### src/rtl/libv_deque.sv
// Bounded double-ended queue on a circular buffer with front/back pointers.
// One command per cycle; pops answer on a registered response port one cycle later.
package libv_pkg;
  typedef enum logic [1:0] {
    OpPushFront = 2'b00,
    OpPopFront  = 2'b01,
    OpPushBack  = 2'b10,
    OpPopBack   = 2'b11
  } deque_op_t;
endpackage

module libv_deque #(
  parameter int unsigned W = 32,
  parameter int unsigned N = 8
) (
  input  logic                     clk,
  input  logic                     rst_n,
  input  logic                     cmd_vld,
  input  libv_pkg::deque_op_t      cmd_op,
  input  logic [W-1:0]             cmd_dat,
  output logic                     cmd_rdy,
  output logic                     rsp_vld,
  output logic [W-1:0]             rsp_dat,
  output logic                     full,
  output logic                     empty,
  output logic [$clog2(N+1)-1:0]   cnt
);
  import libv_pkg::*;

  localparam int unsigned PW   = (N > 1) ? $clog2(N) : 1;
  localparam int unsigned CW   = $clog2(N + 1);
  localparam logic [PW-1:0] LAST = PW'(N - 1);
  localparam logic [CW-1:0] CAP  = CW'(N);

  // Pointer arithmetic modulo N with explicit wrap (N need not be a power of two)
  function automatic logic [PW-1:0] incr(input logic [PW-1:0] p);
    return (p == LAST) ? '0 : p + PW'(1);
  endfunction

  function automatic logic [PW-1:0] decr(input logic [PW-1:0] p);
    return (p == '0) ? LAST : p - PW'(1);
  endfunction

  logic [W-1:0]  mem [N];
  logic [PW-1:0] head, tail;
  logic [PW-1:0] head_nx, tail_nx;
  logic [CW-1:0] cnt_nx;
  logic [PW-1:0] wr_idx, rd_idx;
  logic          is_push, fire, wr_en, rd_en;

  // Acceptance and next-state computation
  always_comb begin
    head_nx = head;
    tail_nx = tail;
    cnt_nx  = cnt;
    wr_idx  = tail;
    rd_idx  = head;
    wr_en   = 1'b0;
    rd_en   = 1'b0;
    is_push = (cmd_op == OpPushFront) || (cmd_op == OpPushBack);
    cmd_rdy = is_push ? !full : !empty;
    fire    = cmd_vld && cmd_rdy;
    if (fire) begin
      case (cmd_op)
        OpPushBack: begin
          wr_en   = 1'b1;
          wr_idx  = tail;
          tail_nx = incr(tail);
          cnt_nx  = cnt + CW'(1);
        end
        OpPushFront: begin
          wr_en   = 1'b1;
          wr_idx  = decr(head);
          head_nx = decr(head);
          cnt_nx  = cnt + CW'(1);
        end
        OpPopFront: begin
          rd_en   = 1'b1;
          rd_idx  = head;
          head_nx = incr(head);
          cnt_nx  = cnt - CW'(1);
        end
        OpPopBack: begin
          rd_en   = 1'b1;
          rd_idx  = decr(tail);
          tail_nx = decr(tail);
          cnt_nx  = cnt - CW'(1);
        end
      endcase
    end
  end

  // Pointers, status and response; an in-flight response is dropped on reset
  always_ff @(posedge clk or negedge rst_n) begin
    if (!rst_n) begin
      head    <= '0;
      tail    <= '0;
      cnt     <= '0;
      empty   <= 1'b1;
      full    <= 1'b0;
      rsp_vld <= 1'b0;
      rsp_dat <= '0;
    end else begin
      head    <= head_nx;
      tail    <= tail_nx;
      cnt     <= cnt_nx;
      empty   <= (cnt_nx == '0);
      full    <= (cnt_nx == CAP);
      rsp_vld <= rd_en;
      if (rd_en) rsp_dat <= mem[rd_idx];
    end
  end

  // Storage is intentionally not reset
  always_ff @(posedge clk) begin
    if (wr_en) mem[wr_idx] <= cmd_dat;
  end

endmodule
### config.mk
export PLATFORM = sky130hd
export DESIGN_NAME = libv_deque
export DESIGN_NICKNAME = d
export VERILOG_FILES = /design/src/rtl/libv_deque.sv
export SDC_FILE = /design/constraint.sdc
export NUM_CORES = 1
export LEC_CHECK = 0
export ABC_AREA = 1
export CORE_MARGIN = 1.5
export CORE_UTILIZATION = 40
export DETAILED_ROUTE_END_ITERATION = 7
export GPL_TIMING_DRIVEN = 0
export HOLD_SLACK_MARGIN = 0.02
export PLACE_DENSITY = 0.68
export SLEW_MARGIN = 20
export SYNTH_ARGS = -nofsm -noshare
export SYNTH_HDL_FRONTEND = slang
export SYNTH_SLANG_ARGS = --single-unit
### constraint.sdc
create_clock -name clk -period 3.1 [get_ports clk]
set_input_delay 0.62 -clock clk [delete_from_list [all_inputs] [get_ports clk]]
set_output_delay 0.62 -clock clk [all_outputs]
set_load 0.03 [all_outputs]
==> results of run 1 <==
==> logic make-up (layout without fill, tap and decap cells) <==
family,after synthesis,count (layout),synth area share
AO/OA/AOI/OAI,21,21,0.008700
XOR/XNOR,3,3,0.001965
adder cells (fa/ha/maj),11,11,0.01085
buffers and inverters,345,500,0.1065
flip-flops,301,301,0.6590
multiplexers,1,1,0.0007483
AND/OR/NAND/NOR,616,616,0.2122
==> state kept, by name, summed over array words and instances (netlist names) <==
register,cells
empty,1
head,3
full,1
tail,3
rsp_dat,32
rsp_vld,1
mem,256
cnt,4
==> cells in the mapped netlist, drive strengths merged (2+ instances only) <==
cell / number / area (um^2)
clkbuf: 19 / 71.32
buf: 46 / 302.8
nand3: 355 / 1782
o21ai: 15 / 78.83
nand2: 233 / 934.7
xnor2: 2 / 17.52
nor3: 2 / 10.01
inv: 280 / 1051
edfxtp: 256 / 7687
ha: 10 / 125.1
a21oi: 4 / 23.77
nor2: 23 / 93.84
or2: 2 / 12.51
dfrtp: 44 / 1101
==> final cells by class <==
type	instances	area, um^2	area share
Timing Repair Buffer	97	1181	0.07296
Tap cell	442	553.0	0.03416
Multi-Input combinational cell	652	3197	0.1975
Clock inverter	19	192.7	0.01190
Clock buffer	39	825.8	0.05101
Sequential cell	301	8815	0.5445
Buffer	65	374.1	0.02311
Inverter	280	1051	0.06492
==> layer usage <==
layer	global-route usage	routed length, um	vias up
met5	0	0	-
met4	0.06903	1112	0
met3	0.04070	2998	77
met2	0.3149	15620	410
met1	0.2603	13680	4494
li1	-	-	4507
==> power by group <==
group | switching [uW] | leakage (uW) | internal [uW]
combinational | 3350 | 0.00367 | 1750
clock | 1510 | 0.000499 | 2210
sequential | 246 | 0.00286 | 4950
total | 5110 | 0.00703 | 8900
==> critical path, cell delays in order <==
cell and delay [ns]:
clkdlybuf4s50_1 0.52, inv_2 0.18, nand2_2 0.08, nor2_1 0.22
nand2_1 0.16, inv_1 0.12, o21ai_0 0.12, inv_1 0.08
nand2_1 0.22, nor2_4 0.47, buf_16 0.21, buf_16 0.16
==> metrics by stage <==
stage	std cells	TNS, ns	instance area [um^2]	hold slack, ns
3_3_place_gp	1816	-512.06	14690	0.4667
6_report	1895	0	16190	0.1062
3_5_place_dp	1828	-73.68	15070	0.4656
4_1_cts	1886	0	16080	0.1337
5_1_grt	1895	-0.0006173	16190	0.1634
2_1_floorplan	1298	-12.58	13380	0.3244
==> worst max-delay path by stage <==
stage,from,end
global placement,cmd_op[0],mem[5][22]$_DFFE_PP_
floorplan,cmd_op[0],mem[4][0]$_DFFE_PP_
finish,cmd_op[0],mem[7][17]$_DFFE_PP_
detailed placement,cmd_op[0],mem[1][17]$_DFFE_PP_
global route,cmd_op[0],mem[7][18]$_DFFE_PP_
CTS,cmd_op[0],mem[1][6]$_DFFE_PP_
==> what timing repair did <==
action                     4_1_cts  5_1_grt
setup buffers                    0        9
resized for setup                0        0
setup endpoints to repair        0       81
==> results.json, run 1 <==
{
  "start_util": 0.4091,
  "drive_above_1_share": 0.1032,
  "antenna_found_initial": 0,
  "max_freq_mhz": 344.7,
  "vias": 9488,
  "p_leak_uw": 0.007030,
  "cp_max_fo": 12,
  "hold_class": "primary input to asynchronous set/reset pin",
  "core-area_mm2": 0.03270,
  "finClkSkew_ns": 0.01022,
  "clock_tree.buffer_depth": 3,
  "relSlewSlack": 0.4645,
  "ys_ff_latch": 301,
  "grt_pass1_wl_mm": 51.00,
  "avgSynthCellArea_um2": 10.31,
  "cp-end-kind": "flip-flop",
  "hold_viol": 0,
  "final_cell_mix": "nand3_1 (354), inv_1 (277), edfxtp_1 (256)",
  "fin_crit_ns": 2.901,
  "clock-root-buffer": "clkbuf_16",
  "rows": 66,
  "yosysSeqAreaShare": 0.6590,
  "grt_overflow": 0,
  "die_x_um": 185.9,
  "critPathLaunchType": "primary input",
  "htreeDepth": 1,
  "diodes": 0,
  "clkTransAtPathRegs_ns": 0.06,
  "dp_hpwl_mm": 22.07,
  "gp_congestion": 0.8045,
  "rr_worst_depth": 9,
  "fin_ws_ns": 0.1992,
  "insertion_delay_ns": 0.56,
  "worstMarginPinSlew_ns": 0.8003,
  "synth_nets": 1346,
  "place_ws_ns": -0.4724,
  "wl_per_cell_um": 17.63,
  "grt_pass1_vias": 9151,
  "peakVddDrop_uv": 444.6,
  "layout.nets": 1476,
  "synthCells": 1298,
  "synthToLayoutAreaGrowth_pct": 21.03,
  "cap_violations": 0,
  "yosysWarnings": 0,
  "reg2reg_to": "mem[7][17]$_DFFE_PP_",
  "io_buffer_count": 76,
  "layout.cells.most_common": "nand3_1",
  "cts_tree": "yes",
  "setup_violations": 0,
  "drtAntennaViolNets": 0,
  "drc": 0,
  "fin_total_pwr_uw": 14010,
  "n_fill_cell": 2925,
  "p_per_area_mw_per_mm2": 865.3,
  "yosysUniqueCellTypes": 32,
  "synth-async-reset-ratio": 0.1495,
  "cts_made_buffers": 31,
  "syn-cell-area_mm2": 0.01338,
  "path_class": "primary input to flip-flop",
  "final_util": 0.4951,
  "grt_max_degree": 46,
  "critPathRequiredTime_ns": 3.37,
  "detail_route.first_pass.iterations": 7,
  "worstReg2RegStart": "head[0]$_DFFE_PN0P_",
  "outcome": "finished, final reports clean",
  "holdBufCountCts": 0,
  "grt_usage": 0.1950,
  "routed_via_density": 5.007,
  "drt_wl_total_mm": 33.41,
  "dr.first_iter.drc_count": 842,
  "clock_sinks": 301,
  "rsz0062_at_grt": "true",
  "final_max_slew_viol_count": 0,
  "fin_crit_sh": 0.9357,
  "synth_edf_count": 256,
  "synthFlopType": "edfxtp_1",
  "regToRegSetupSlack_ns": 0.48,
  "fp.dieH_um": 185.9,
  "ios": 77,
  "die-area_mm2": 0.03455,
  "crit_arrival_ns": 3.17
}
Power figures use the tool's default switching activity.
==> inputs of run 2 (changes only) <==
Settings changed: CORE_ASPECT_RATIO from default to 2.
==> run 2 against run 1 <==
Compared with the run above: global-route usage is 0.076 points higher; flip-flop and latch count unchanged; combinational power down 1%; non-clock buffer count is 9 lower; utilization decreased by 1.6 points; cell count decreased by 1.6%; clock skew grew 0.016 ns; critical path type unchanged; critical endpoint is now mem[6][13]$_DFFE_PP_.
==> results.json, run 2 (synthesized netlist as in run 1, its figures left out) <==
{
  "cts_resized": 0,
  "pwr-share-seq": 0.390,
  "detail_route.first_pass.iterations": 8,
  "synthToLayoutAreaGrowth_pct": 17.96,
  "internal_power_uw": 8257,
  "regToRegSetupSlack_ns": 0.40,
  "n_fill_cell": 2963,
  "p_per_area_mw_per_mm2": 842.8,
  "rsz0062_at_grt": "false",
  "final_max_slew_viol_count": 0,
  "cts_tree": "yes",
  "worstMarginPinSlew_ns": 0.7038,
  "register_area_mm2": 0.008815,
  "start_util": 0.4062,
  "whs_ns": 0.4799,
  "clock-root-buffer": "clkbuf_16",
  "hp-start": "rsp_dat[7]$_DFFE_PN0P_",
  "critPathLaunchType": "primary input",
  "p_leak_uw": 0.006836,
  "postLayoutCellArea_mm2": 0.01578,
  "layout.nets": 1461,
  "fp.dieH_um": 261.6,
  "vias": 9431,
  "cap_violations": 0,
  "path_class": "primary input to flip-flop",
  "outcome": "finished, final reports clean",
  "wl_per_cell_um": 18.09,
  "worstReg2RegStart": "head[0]$_DFFE_PN0P_",
  "finClkSkew_ns": 0.02618,
  "place_ws_ns": -0.4644,
  "max_freq_mhz": 338.6,
  "p_sw_uw": 5041,
  "hold_end": "rsp_dat[7]$_DFFE_PN0P_",
  "fin_crit_ns": 2.953,
  "drive_above_1_share": 0.09497,
  "cp-end-kind": "flip-flop",
  "largest_register_ff_count": 256,
  "drtAntennaViolNets": 0,
  "reg2reg_to": "mem[6][13]$_DFFE_PP_",
  "grt_overflow": 0,
  "switching_share": 0.3791,
  "dp_hpwl_mm": 23.19,
  "fin_ws_ns": 0.1466,
  "grt_max_degree": 28,
  "worstHoldPathCells": 2,
  "die-area_mm2": 0.03461,
  "dr.first_iter.drc_count": 916,
  "critPathRequiredTime_ns": 3.35,
  "critPathSlowestCell": "nor2_4",
  "slowest_delay_ns": 0.61,
  "grt_pass1_wl_mm": 51.90,
  "grt_usage": 0.1957,
  "crit_arrival_ns": 3.20,
  "gp_congestion": 0.8640,
  "die_x_um": 132.3,
  "core-area_mm2": 0.03293,
  "io_buffer_count": 76,
  "routed_via_density": 5.057,
  "regMostFlops": "mem",
  "rows": 94,
  "final_cell_mix": "nand3_1 (354), inv_1 (277), edfxtp_1 (256)",
  "fin_crit_sh": 0.9527,
  "placed_area_mm2": 0.01495,
  "clock_tree.buffer_depth": 3,
  "htreeDepth": 1,
  "clock_sinks": 301,
  "clkTransAtPathRegs_ns": 0.06,
  "p_comb_frac": 0.378,
  "rr_worst_depth": 8,
  "antenna_found_initial": 1,
  "hold_viol": 0,
  "cp_max_fo": 18,
  "drt_wl_total_mm": 33.73,
  "drc": 0,
  "final_util": 0.4791,
  "layout.cells.most_common": "nand3_1",
  "cpMostUsedCell": "nand2_1",
  "setup_violations": 0,
  "grt_pass1_vias": 9521,
  "ios": 77,
  "cts_made_buffers": 25,
  "relSlewSlack": 0.5291,
  "reg_top3": "mem (256), rsp_dat (32), cnt (4)",
  "hold_class": "flip-flop to flip-flop",
  "multi_input_area_mm2": 0.003197,
  "cp_cell_sequence": "clkdlybuf4s50_1 -> inv_2 -> nand2_2 -> nor2_1 -> nand2_1 -> inv_1 -> nand2_1 -> o21ai_0 -> nand2_1 -> nor2_4 -> buf_16",
  "peakVddDrop_uv": 475.6,
  "insertion_delay_ns": 0.55,
  "clockPowerShare": 0.232
}
[run 2: worst max-delay path, delay by kind of cell]
| family | cells | cell delay, ns |
|---|---|---|
| AO/OA/AOI/OAI | 1 | 0.11 |
| buffers and inverters | 4 | 1.07 |
| AND/OR/NAND/NOR | 6 | 1.38 |
[run 2: repair_timing]
item	in CTS	in global routing
setup buffers	0	2
hold buffers	1	0
setup endpoints to repair	0	16
endpoints found under the hold margin	18	0
[run 2: final cells by class]
class | instances | area share
Clock buffer | 29 | 0.04123
Sequential cell | 301 | 0.5586
Antenna cell | 1 | 0.0001586
Timing Repair Buffer | 88 | 0.06423
Inverter | 280 | 0.06661
Tap cell | 432 | 0.03426
Multi-Input combinational cell | 652 | 0.2026
Clock inverter | 17 | 0.008564
Buffer | 65 | 0.02371
[run 2: metrics by stage]
| step | total power [uW] | cells | TNS [ns] |
|---|---|---|---|
| 2_1_floorplan | 8390 | 1298 | -12.58 |
| 3_5_place_dp | 10270 | 1815 | -67.80 |
| 3_3_place_gp | 10080 | 1806 | -517.08 |
| 5_1_grt | 13990 | 1865 | 0 |
| 6_report | 13300 | 1865 | 0 |
| 4_1_cts | 13350 | 1862 | 0 |
[run 2: worst max path at each step]
| stage | slack [ns] | depth (start not counted) | startpoint | end |
|---|---|---|---|---|
| global placement | -2.31 | 8 | cmd_op[0] | mem[4][5]$_DFFE_PP_ |
| CTS | 0.08 | 11 | cmd_op[0] | mem[4][24]$_DFFE_PP_ |
| global route | 0.02 | 11 | cmd_op[0] | mem[6][26]$_DFFE_PP_ |
| detailed placement | -0.46 | 11 | cmd_op[0] | mem[4][5]$_DFFE_PP_ |
| floorplan | -0.06 | 7 | cmd_op[0] | mem[4][0]$_DFFE_PP_ |
| finish | 0.15 | 11 | cmd_op[0] | mem[6][13]$_DFFE_PP_ |
[run 2: power by group through the flow]
stage	Sequential, uW	Clock [uW]	Combinational (uW)
after floorplan	5720	0	2670
after global placement	5280	0	4800
after detailed placement	5270	0	5000
after CTS	5190	3140	5030
after global routing	5240	3280	5470
final	5180	3080	5030
[run 2: routing by layer]
| metal | global-route usage | up-vias | part of all wire |
|---|---|---|---|
| li1 | - | 4469 | - |
| met1 | 0.2047 | 4521 | 0.35 |
| met2 | 0.3822 | 358 | 0.56 |
| met3 | 0.02180 | 83 | 0.052 |
| met4 | 0.1010 | 0 | 0.041 |
| met5 | 0 | - | 0 |
